[src/rtl/z80_mbox_pkg.sv]
// Shared constants for the Z80 I/O mailbox: register offsets, STATUS bit
// positions, data-bus direction values and the decoded-address record.
package z80_mbox_pkg;

  localparam logic [1:0] OFS_DATA   = 2'd0;
  localparam logic [1:0] OFS_STATUS = 2'd1;
  localparam logic [1:0] OFS_RXLVL  = 2'd2;
  localparam logic [1:0] OFS_TXLVL  = 2'd3;

  localparam int ST_RX_NE   = 0;
  localparam int ST_TX_FULL = 1;
  localparam int ST_RX_UNF  = 2;
  localparam int ST_TX_OVF  = 3;
  localparam int ST_IE      = 7;

  // Level-shifter direction: D_OUT drives the FPGA byte onto the Z80 bus.
  localparam logic D_IN  = 1'b0;
  localparam logic D_OUT = 1'b1;

  typedef struct packed {
    logic       hit;
    logic [1:0] ofs;
  } decode_t;

endpackage

[src/rtl/sync_byte_fifo.sv]
// Single-clock byte FIFO with show-ahead head, occupancy level and
// simultaneous push/pop support at both the full and empty boundaries.
module sync_byte_fifo #(
  parameter  int DEPTH = 8,
  localparam int AW    = $clog2(DEPTH),
  localparam int LW    = AW + 1
) (
  input  logic          clk,
  input  logic          rst,
  input  logic          push,
  input  logic          pop,
  input  logic [7:0]    din,
  output logic [7:0]    dout,
  output logic          full,
  output logic          empty,
  output logic [LW-1:0] level
);

  logic [7:0]    mem [DEPTH];
  logic [AW-1:0] wr_ptr;
  logic [AW-1:0] rd_ptr;
  logic [LW-1:0] cnt;
  logic          push_ok;
  logic          pop_ok;

  // When full, a same-cycle pop frees the slot the push lands in; when empty,
  // the pop has nothing to take even though the push succeeds.
  assign push_ok = push & (~full | pop);
  assign pop_ok  = pop & ~empty;

  assign full  = (cnt == LW'(DEPTH));
  assign empty = (cnt == '0);
  assign level = cnt;
  assign dout  = mem[rd_ptr];

  always_ff @(posedge clk) begin
    if (push_ok) mem[wr_ptr] <= din;
  end

  always_ff @(posedge clk) begin
    if (rst) begin
      wr_ptr <= '0;
      rd_ptr <= '0;
      cnt    <= '0;
    end else begin
      if (push_ok) wr_ptr <= wr_ptr + AW'(1);
      if (pop_ok)  rd_ptr <= rd_ptr + AW'(1);
      cnt <= cnt + LW'(push_ok) - LW'(pop_ok);
    end
  end

endmodule

[src/rtl/z80_io_mailbox_fifo.sv]
// Z80 I/O-mapped mailbox: TX/RX byte FIFOs between the Z80 bus and the SPI
// sequencer streams, with STATUS/level registers and sticky error flags.
module z80_io_mailbox_fifo
  import z80_mbox_pkg::*;
#(
  parameter logic [15:0] BASE_ADDR   = 16'h3039,
  parameter int          ADDR_STRIDE = 2,
  parameter int          FIFO_DEPTH  = 8,
  parameter bit          DECODE_FULL = 1'b1
) (
  input  logic        clk,
  input  logic        rst,
  input  logic [15:0] z80_a,
  input  logic [7:0]  z80_d_in,
  output logic [7:0]  z80_d_out,
  output logic        z80_d_oe,
  input  logic        z80_rd,
  input  logic        z80_wr,
  input  logic        z80_iorq,
  input  logic        z80_m1,
  output logic [7:0]  tx_data,
  output logic        tx_valid,
  input  logic        tx_ready,
  input  logic [7:0]  rx_data,
  input  logic        rx_valid,
  output logic        rx_ready,
  output logic        irq_n
);

  localparam int LW = $clog2(FIFO_DEPTH) + 1;

  function automatic decode_t decode(input logic [15:0] a);
    decode_t     r;
    logic [15:0] ra;
    r = '0;
    for (int k = 0; k < 4; k++) begin
      ra = BASE_ADDR + 16'(k * ADDR_STRIDE);
      if (DECODE_FULL ? (a == ra) : (a[7:0] == ra[7:0])) begin
        r.hit = 1'b1;
        r.ofs = 2'(k);
      end
    end
    return r;
  endfunction

  // Levels wider than a byte (DEPTH=256) wrap to 0 on the register window.
  function automatic logic [7:0] lvl8(input logic [LW-1:0] l);
    return 8'(l);
  endfunction

  // Read enable comes straight from the pins so the Z80 sees data in-cycle.
  decode_t dec_raw;
  logic    oe_raw;

  assign dec_raw   = decode(z80_a);
  assign oe_raw    = ~z80_iorq & z80_m1 & dec_raw.hit & ~z80_rd & z80_wr & ~rst;
  assign z80_d_oe  = oe_raw ? D_OUT : D_IN;

  // Strobe synchronisers; address, data and M1 ride along stage for stage.
  logic [1:0]  wr_sync, rd_sync, iorq_sync;
  logic [15:0] a_s1, a_s2;
  logic [7:0]  d_s1, d_s2;
  logic        m1_s1, m1_s2;
  logic [1:0]  settle;
  logic        wr_prev, rd_prev;

  always_ff @(posedge clk) begin
    if (rst) begin
      wr_sync   <= 2'b11;
      rd_sync   <= 2'b11;
      iorq_sync <= 2'b11;
      a_s1      <= '0;
      a_s2      <= '0;
      d_s1      <= '0;
      d_s2      <= '0;
      m1_s1     <= 1'b1;
      m1_s2     <= 1'b1;
      settle    <= '0;
      wr_prev   <= 1'b0;
      rd_prev   <= 1'b0;
    end else begin
      wr_sync   <= {wr_sync[0], z80_wr};
      rd_sync   <= {rd_sync[0], z80_rd};
      iorq_sync <= {iorq_sync[0], z80_iorq};
      a_s1      <= z80_a;
      a_s2      <= a_s1;
      d_s1      <= z80_d_in;
      d_s2      <= d_s1;
      m1_s1     <= z80_m1;
      m1_s2     <= m1_s1;
      settle    <= {settle[0], 1'b1};
      // prev only holds post-reset pin samples, so a strobe held low across
      // reset must be seen high before its falling edge counts.
      wr_prev   <= settle[1] & wr_sync[1];
      rd_prev   <= settle[1] & rd_sync[1];
    end
  end

  decode_t dec_s;
  logic    hit_s, wr_fall, rd_fall, rd_rise, wr_act, st_wr;

  assign dec_s   = decode(a_s2);
  assign hit_s   = ~iorq_sync[1] & m1_s2 & dec_s.hit;
  assign wr_fall = wr_prev & ~wr_sync[1];
  assign rd_fall = rd_prev & ~rd_sync[1];
  assign rd_rise = ~rd_prev & rd_sync[1];
  assign wr_act  = wr_fall & hit_s;
  assign st_wr   = wr_act & (dec_s.ofs == OFS_STATUS);

  // Streams: a byte moves on a clk edge where valid & ready are both high;
  // valid never depends on ready and the offered byte is held until taken.
  logic          tx_push, tx_pop, tx_full, tx_empty;
  logic          rx_push, rx_pop, rx_full, rx_empty;
  logic [7:0]    rx_dout;
  logic [LW-1:0] tx_level, rx_level;
  logic          rd_pend, rx_unf, tx_ovf, ie;

  assign tx_push = wr_act & (dec_s.ofs == OFS_DATA);
  assign tx_pop  = tx_valid & tx_ready;
  assign rx_push = rx_valid & rx_ready;
  assign rx_pop  = rd_rise & rd_pend;

  sync_byte_fifo #(.DEPTH(FIFO_DEPTH)) u_tx_fifo (
    .clk   (clk),
    .rst   (rst),
    .push  (tx_push),
    .pop   (tx_pop),
    .din   (d_s2),
    .dout  (tx_data),
    .full  (tx_full),
    .empty (tx_empty),
    .level (tx_level)
  );

  sync_byte_fifo #(.DEPTH(FIFO_DEPTH)) u_rx_fifo (
    .clk   (clk),
    .rst   (rst),
    .push  (rx_push),
    .pop   (rx_pop),
    .din   (rx_data),
    .dout  (rx_dout),
    .full  (rx_full),
    .empty (rx_empty),
    .level (rx_level)
  );

  assign tx_valid = ~tx_empty;
  assign rx_ready = ~rx_full;
  assign irq_n    = ~(~rx_empty & ie);

  always_ff @(posedge clk) begin
    if (rst) begin
      rd_pend <= 1'b0;
      rx_unf  <= 1'b0;
      tx_ovf  <= 1'b0;
      ie      <= 1'b0;
    end else begin
      if (rd_fall && hit_s && dec_s.ofs == OFS_DATA) rd_pend <= 1'b1;
      else if (rd_rise)                              rd_pend <= 1'b0;
      // Sticky flags: a set in the same clk as a W1C clear wins.
      rx_unf <= (rx_pop & rx_empty) | (rx_unf & ~(st_wr & d_s2[ST_RX_UNF]));
      tx_ovf <= (tx_push & tx_full & ~tx_pop) | (tx_ovf & ~(st_wr & d_s2[ST_TX_OVF]));
      if (st_wr) ie <= d_s2[ST_IE];
    end
  end

  logic [7:0] status_byte;
  logic [7:0] d_out_mux;

  always_comb begin
    status_byte             = '0;
    status_byte[ST_RX_NE]   = ~rx_empty;
    status_byte[ST_TX_FULL] = tx_full;
    status_byte[ST_RX_UNF]  = rx_unf;
    status_byte[ST_TX_OVF]  = tx_ovf;
    status_byte[ST_IE]      = ie;
  end

  always_comb begin
    d_out_mux = 8'hFF;
    if (oe_raw) begin
      case (dec_raw.ofs)
        OFS_DATA:   d_out_mux = rx_empty ? 8'hFF : rx_dout;
        OFS_STATUS: d_out_mux = status_byte;
        OFS_RXLVL:  d_out_mux = lvl8(rx_level);
        OFS_TXLVL:  d_out_mux = lvl8(tx_level);
        default:    d_out_mux = 8'hFF;
      endcase
    end
  end

  assign z80_d_out = d_out_mux;

endmodule
[config.mk]
export PLATFORM = sky130hd
export DESIGN_NAME = z80_io_mailbox_fifo
export DESIGN_NICKNAME = d
export VERILOG_FILES = /design/src/rtl/z80_mbox_pkg.sv /design/src/rtl/sync_byte_fifo.sv /design/src/rtl/z80_io_mailbox_fifo.sv
export SDC_FILE = /design/constraint.sdc
export NUM_CORES = 1
export LEC_CHECK = 0
export CORE_ASPECT_RATIO = 0.5
export CORE_MARGIN = 4
export CORE_UTILIZATION = 62
export CTS_CLUSTER_DIAMETER = 80
export DETAILED_ROUTE_END_ITERATION = 16
export PLACE_DENSITY = 0.9
export SLEW_MARGIN = 10
export SYNTH_ARGS = -nofsm -noshare
export SYNTH_HDL_FRONTEND = slang
export SYNTH_SLANG_ARGS = --single-unit
export TNS_END_PERCENT = 20
[constraint.sdc]
create_clock -name clk -period 8.3 [get_ports clk]
set_input_delay 2.49 -clock clk [delete_from_list [all_inputs] [get_ports clk]]
set_output_delay 2.49 -clock clk [all_outputs]
set_load 0.01 [all_outputs]
## Word-level counts from Yosys, hierarchy flattened

Memories as Yosys holds them, arrays and structs flattened. A register that Yosys moved wholly into a read port is not among the register bits.
Index checks and enable logic that the tools add are counted.

- Add/subtract/negate cells: 8
- Equal/unequal tests: 14
- Mux-type cells: 23
- Bitwise gates (word level): 49
- Reductions and logical operators: 7

Operators by type and width:

| operator | number |
|---|---|
| 16-bit by 14-bit == test with 1-bit output, second input constant | 8 |
| 3-bit two-way mux | 12 |
| 8-bit one-hot mux with 4 select lines | 1 |
| 1-bit bitwise AND | 30 |
| 8-bit two-way mux | 2 |
| 1-bit NOT | 15 |
| 3-bit by 1-bit adder with 3-bit output, second input constant | 4 |
| 4-bit by 1-bit adder with 4-bit output | 2 |
| 4-bit == test, second input constant | 2 |
| 4-bit zero test | 2 |
| 1-bit two-way mux | 8 |
| 4-bit by 1-bit subtractor with 4-bit output | 2 |
| 2-bit by 1-bit == test with 1-bit output, second input constant | 2 |
| 2-bit == test, second input constant | 2 |
| 2-bit zero test | 2 |
| 1-bit OR | 4 |
| 1-bit logical AND | 2 |
| 2-bit nonzero test | 1 |

- Bits in registers: 84
- RAM bits: 128
- Input bits: 40
- Output and inout port bits: 20
- Logic and storage cells: 126
- Memories: 2

Memories:

| name | depth | bits a word | rd ports | clocked after memory_dff | write ports | RTL line | text |
|---|---|---|---|---|---|---|---|
| u_rx_fifo.mem | 8 | 8 | 1 | 1 | 1 | sync_byte_fifo.sv:19 | `logic [7:0] mem [DEPTH];` |
| u_tx_fifo.mem | 8 | 8 | 1 | 1 | 1 | sync_byte_fifo.sv:19 |  |

## Logic depth before layout (Yosys ltp)

- Word-level depth: 12
- Mapped depth: 12
- Gate-level depth less buffers: 12

## Modules after synthesis

From an unflattened synthesis, not the netlist that was laid out.

- Cell total of the unflattened synthesis: 551
- Area, all modules: 8499.4 sq um

By module, submodules not included:

| module | instances | cells each | area each (sq um) | sequential area each (sq um) |
|---|---|---|---|---|
| sync_byte_fifo | 2 | 172 | 3176.8 | 2182.1 |
| z80_io_mailbox_fifo | 1 | 207 | 2145.8 | 1281.2 |

## Worst setup path after synthesis

No wires, ideal clock.

- Path kind: input port to output port
- Start: in z80_a[15]
- End: out z80_d_out[0]
- Arrival time: 3.768 ns
- Required time: 5.810 ns
- Slack: 2.042 ns
- Stages: 5
- Buffers on the path: 1
- Cells stage by stage: or3b_4 nor4_4 and3_1 buf_6 o2111ai_1

- Word-level cells in the longest chain between the ends: 10
- Elaborated cells on any way between the ends: 18
- Classes of those cells: 7 x eq/ne; 6 x mux; 4 x bitwise; 1 x reduce/logical

RTL lines:

| element | RTL line | text |
|---|---|---|
| start: declaration | z80_io_mailbox_fifo.sv:13 | `input logic [15:0] z80_a,` |
| 16-bit by 14-bit == test with 1-bit output | z80_io_mailbox_fifo.sv:38 | `if (DECODE_FULL ? (a == ra) : (a[7:0] == ra[7:0])) begin` |
| 3-bit two-way mux (3 in a row) | z80_io_mailbox_fifo.sv:38 |  |
| 3-bit two-way mux (*) | z80_io_mailbox_fifo.sv:38 |  |
| 1-bit bitwise AND (4 in a row) | z80_io_mailbox_fifo.sv:56 | `assign oe_raw = ~z80_iorq & z80_m1 & dec_raw.hit & ~z80_rd & z80_wr & ~rst;` |
| 8-bit two-way mux (*) | z80_io_mailbox_fifo.sv:181 | `if (oe_raw) begin` |
| end: declaration | z80_io_mailbox_fifo.sv:15 | `output logic [7:0] z80_d_out,` |

Every way passes the cells marked *; elsewhere a longest branch is shown, timed or not.

## Final worst setup path

- Start: in z80_a[4]
- End: out z80_d_out[2]

The elaborated chain is that of the path after synthesis.

==> flow_metrics.py <==
metrics = {
    "clocking": {
        "cts_resized": 0,
        "path_clk_slew_ns": 0.06,
        "clock-sinks": 218,
        "cts_tree": "done",
        "htree_levels": 1,
        "insertion_delay_ns": 0.48,
        "cts_hold_buffers": 0,
        "cts_buffer_depth": 3,
        "cts_buffers": 18,
        "cts_setup_buffers": 0,
        "cts-root-buf": "clkbuf_16",
    },
    "worst_hold_path": {
        "hold_start": "wr_sync[0]",
        "hold_path_depth": 1,
        "hold_class": "flop to flop",
    },
    "sta": {
        "final_hold_viol_count": 0,
        "finalSetupTns_ns": 0,
        "maxSlewHeadroom_pct": 26.4,
        "worst_slack_ns": 0.710,
        "finalSetupViolations": 0,
        "period_share_pct": 91.4,
        "worst_pin_slew_ns": 1.10,
        "fmax_ghz": 0.132,
        "slew_viol_final": 0,
        "finalCriticalPeriod_ns": 7.59,
        "rsz0062_at_grt": "no",
        "skew_ns": 0.0139,
    },
    "critical_path": {
        "crit_fanout": 9,
        "crit_family": "simple AND/OR/NAND/NOR gates",
        "reg2reg_from": "u_rx_fifo.level[2]",
        "required_ns": 5.81,
        "r2r_cells": 11,
        "crit_path_cell_trace": "clkdlybuf4s50_1 > or3b_4 > nor4_4 > and3_1 > o2111ai_1 > clkdlybuf4s50_1",
        "setup.worst_path.start_class": "input pin",
        "critPathBufInv": 2,
        "cpMostUsedCell": "clkdlybuf4s50_1",
        "reg2reg_to": "u_rx_fifo.level[2]",
        "rrSetupSlack_ns": 5.34,
        "critPathKind": "input pin to output pin",
        "path_depth": 6,
        "slowest_stage": "clkdlybuf4s50_1",
        "critical_path.max_stage_delay_ns": 0.53,
        "cp-end-kind": "output pin",
        "crit_start": "z80_a[4]",
        "cp_data_arrival_time_ns": 5.10,
        "cp-endpoint": "z80_d_out[2]",
    },
    "logic_synthesis": {
        "synthDistinctLibCells": 50,
        "ys_seq_area_share_pct": 67.9,
        "syn_area_sq_um": 8310,
        "ys_warn_count": 0,
        "synth_area_leader_cell": "edfxtp_1",
        "syn_area_per_cell_sq_um": 15.1,
        "synth_area_leaders": "edfxtp_1 (46%), dfxtp_1 (22%), mux4_2 (8.7%)",
        "yosys_register_bits": 218,
        "synth_flop_cell": "edfxtp_1",
        "synth_top_area_share_pct": 46.2,
        "synth_cells": 552,
        "async_flop_share_pct": 0,
        "synth_edf_count": 128,
        "syn_nets": 610,
    },
    "global_routing": {
        "grt_usage_pct": 20.8,
        "antenna_found_initial": 0,
        "grt_overflow": 0,
        "grt_start_max_net_pins": 85,
        "grt_pass1_wl_mm": 25.0,
        "grt_pass1_vias": 4739,
    },
    "final_layout": {
        "drive_gt1_share_pct": 16.5,
        "area.sequential_sq_um": 5650,
        "diodes": 0,
        "nets": 676,
        "fillers": 759,
        "syn_to_final_growth_pct": 17.1,
        "fin_util_pct": 75.6,
        "multi_input_area_sq_um": 2470,
    },
    "placement": {
        "preCtsSetupSlack_ns": 0.735,
        "port_buffers": 59,
        "hpwl_mm": 9.73,
        "gp_congestion": 0.803,
    },
    "die": {
        "core_sq_um": 12900,
        "die_area_sq_um": 15400,
        "die_w_um": 172,
        "std_cell_rows": 29,
        "die_y_um": 89.9,
        "io_pins": 60,
        "initial_utilization_pct": 64.5,
    },
    "drt": {
        "first_pass_iters": 5,
        "drtIter0Drc": 501,
        "drc": 0,
        "wl_per_cell_um": 19.4,
        "ant_nets": 0,
        "drt-vias-per-instance": 5.78,
        "routed_wl_mm": 15.5,
        "vias": 4623,
    },
    "pwr": {
        "power_w": 0.00249,
        "p_leak_nw": 3.26,
        "ir_drop_mv": 0.221,
        "p_per_area_nw_per_um2": 256,
    },
    "run": {
        "max-cap-violations": 0,
    },
    "status": {
        "status": "complete, no violations",
    },
}
==> layout make-up <==
class | instances | share of cell area (%)
timing repair buffer | 70 | 6.86
inverter | 25 | 0.964
multi-input combinational | 285 | 25.3
clock inverter | 5 | 0.424
tap | 170 | 2.18
sequential | 218 | 58.0
clock buffer | 27 | 6.26
==> through the flow <==
step | area (sq um) | hold WS, ns | instances
4_1_cts | 9740 | 0.408 | 800
3_3_place_gp | 9090 | 0.391 | 768
6_report | 9740 | 0.408 | 800
5_1_grt | 9740 | 0.421 | 800
3_5_place_dp | 9090 | 0.392 | 768
2_1_floorplan | 8310 | 0.389 | 552
==> per-layer routing <==
layer  vias to the layer above  share of wire [%]  track usage, %
met1                      2292                 41            27.3
li1                       2153                  -               -
met2                       148                 51            35.7
met3                        30                4.9            3.59
met4                         0                3.0            6.28
met5                         -                  0               0
==> report_power, final <==
part | internal (W) | switching [W] | leakage, nW
sequential | 0.00119 | 0.0000575 | 1.82
clock | 0.000527 | 0.000363 | 0.330
combinational | 0.000194 | 0.000158 | 1.12
total | 0.00191 | 0.000579 | 3.26
==> registers in the layout, indices dropped and copies added, names as in the netlist, 4 cells and up, named ones only <==
name             flops
u_rx_fifo.mem       64
u_tx_fifo.mem       64
a_s1                16
a_s2                16
d_s1                 8
d_s2                 8
u_rx_fifo.level      4
u_tx_fifo.level      4
==> cells in the mapped netlist (all sizes together) (2+ instances only) <==
cell type and instances:
edfxtp 128, dfxtp 90, or3 3, o21ai 12, nor2 25, xor2 5
or3b 5, nand3b 2, nor2b 56, or2 11, inv 25, and3b 2
a21o 2, and3 4, o22ai 4, mux2 10, fa 2, nor4b 8
clkbuf 15, and2 3, xnor2 4, nand2b 3, nor3b 5, ha 16
buf 9, nand4 5, nor4 5, mux4 32, a21oi 11, nand2 14
nor3 5, nand3 14, o31ai 2, o2111ai 4, a211oi 4
==> logic make-up (layout without fill, tap and decap cells) <==
family / count (synthesis) / count (layout) / synth area share (%)
XOR/XNOR: 9 / 9 / 0.948
flip-flops: 218 / 218 / 67.9
buffers and inverters: 49 / 127 / 2.41
adder cells (fa/ha/maj): 18 / 18 / 2.89
AND/OR/NAND/NOR: 173 / 173 / 12.6
multiplexers: 43 / 43 / 10.1
AO/OA/AOI/OAI: 42 / 42 / 3.11
==> cells in the final DEF (no fill, tap or decap), types with 2 or more instances in the layout <==
cell type / instances
clkbuf_16: 22
ha_1: 16
nor2b_1: 56
xor2_1: 5
nor4_1: 4
o31ai_1: 2
and3_1: 4
xnor2_1: 4
or2_2: 11
nand2b_1: 3
inv_1: 25
or3b_2: 4
clkinv_2: 3
and3b_1: 2
mux4_2: 32
dfxtp_1: 90
buf_4: 11
clkbuf_8: 4
nand3_1: 13
nor2_1: 25
nand3b_1: 2
a211oi_1: 4
nor3b_1: 5
edfxtp_1: 128
a21o_1: 2
nor3_1: 5
clkdlybuf4s50_1: 58
nand2_1: 14
nand4_1: 5
mux2_2: 10
nor4b_1: 7
o21ai_0: 11
o22ai_1: 4
o2111ai_1: 4
or3_1: 3
fa_1: 2
a21oi_1: 11
and2_1: 3
==> worst min path at each step <==
stage,slack (ns),to
6_report,0.41,wr_sync[1]
5_1_grt,0.42,wr_sync[1]
4_1_cts,0.41,wr_sync[1]
3_5_place_dp,0.39,wr_sync[1]
3_3_place_gp,0.39,iorq_sync[1]
2_1_floorplan,0.39,iorq_sync[1]
No activity file was read; power rests on OpenSTA's default activity.
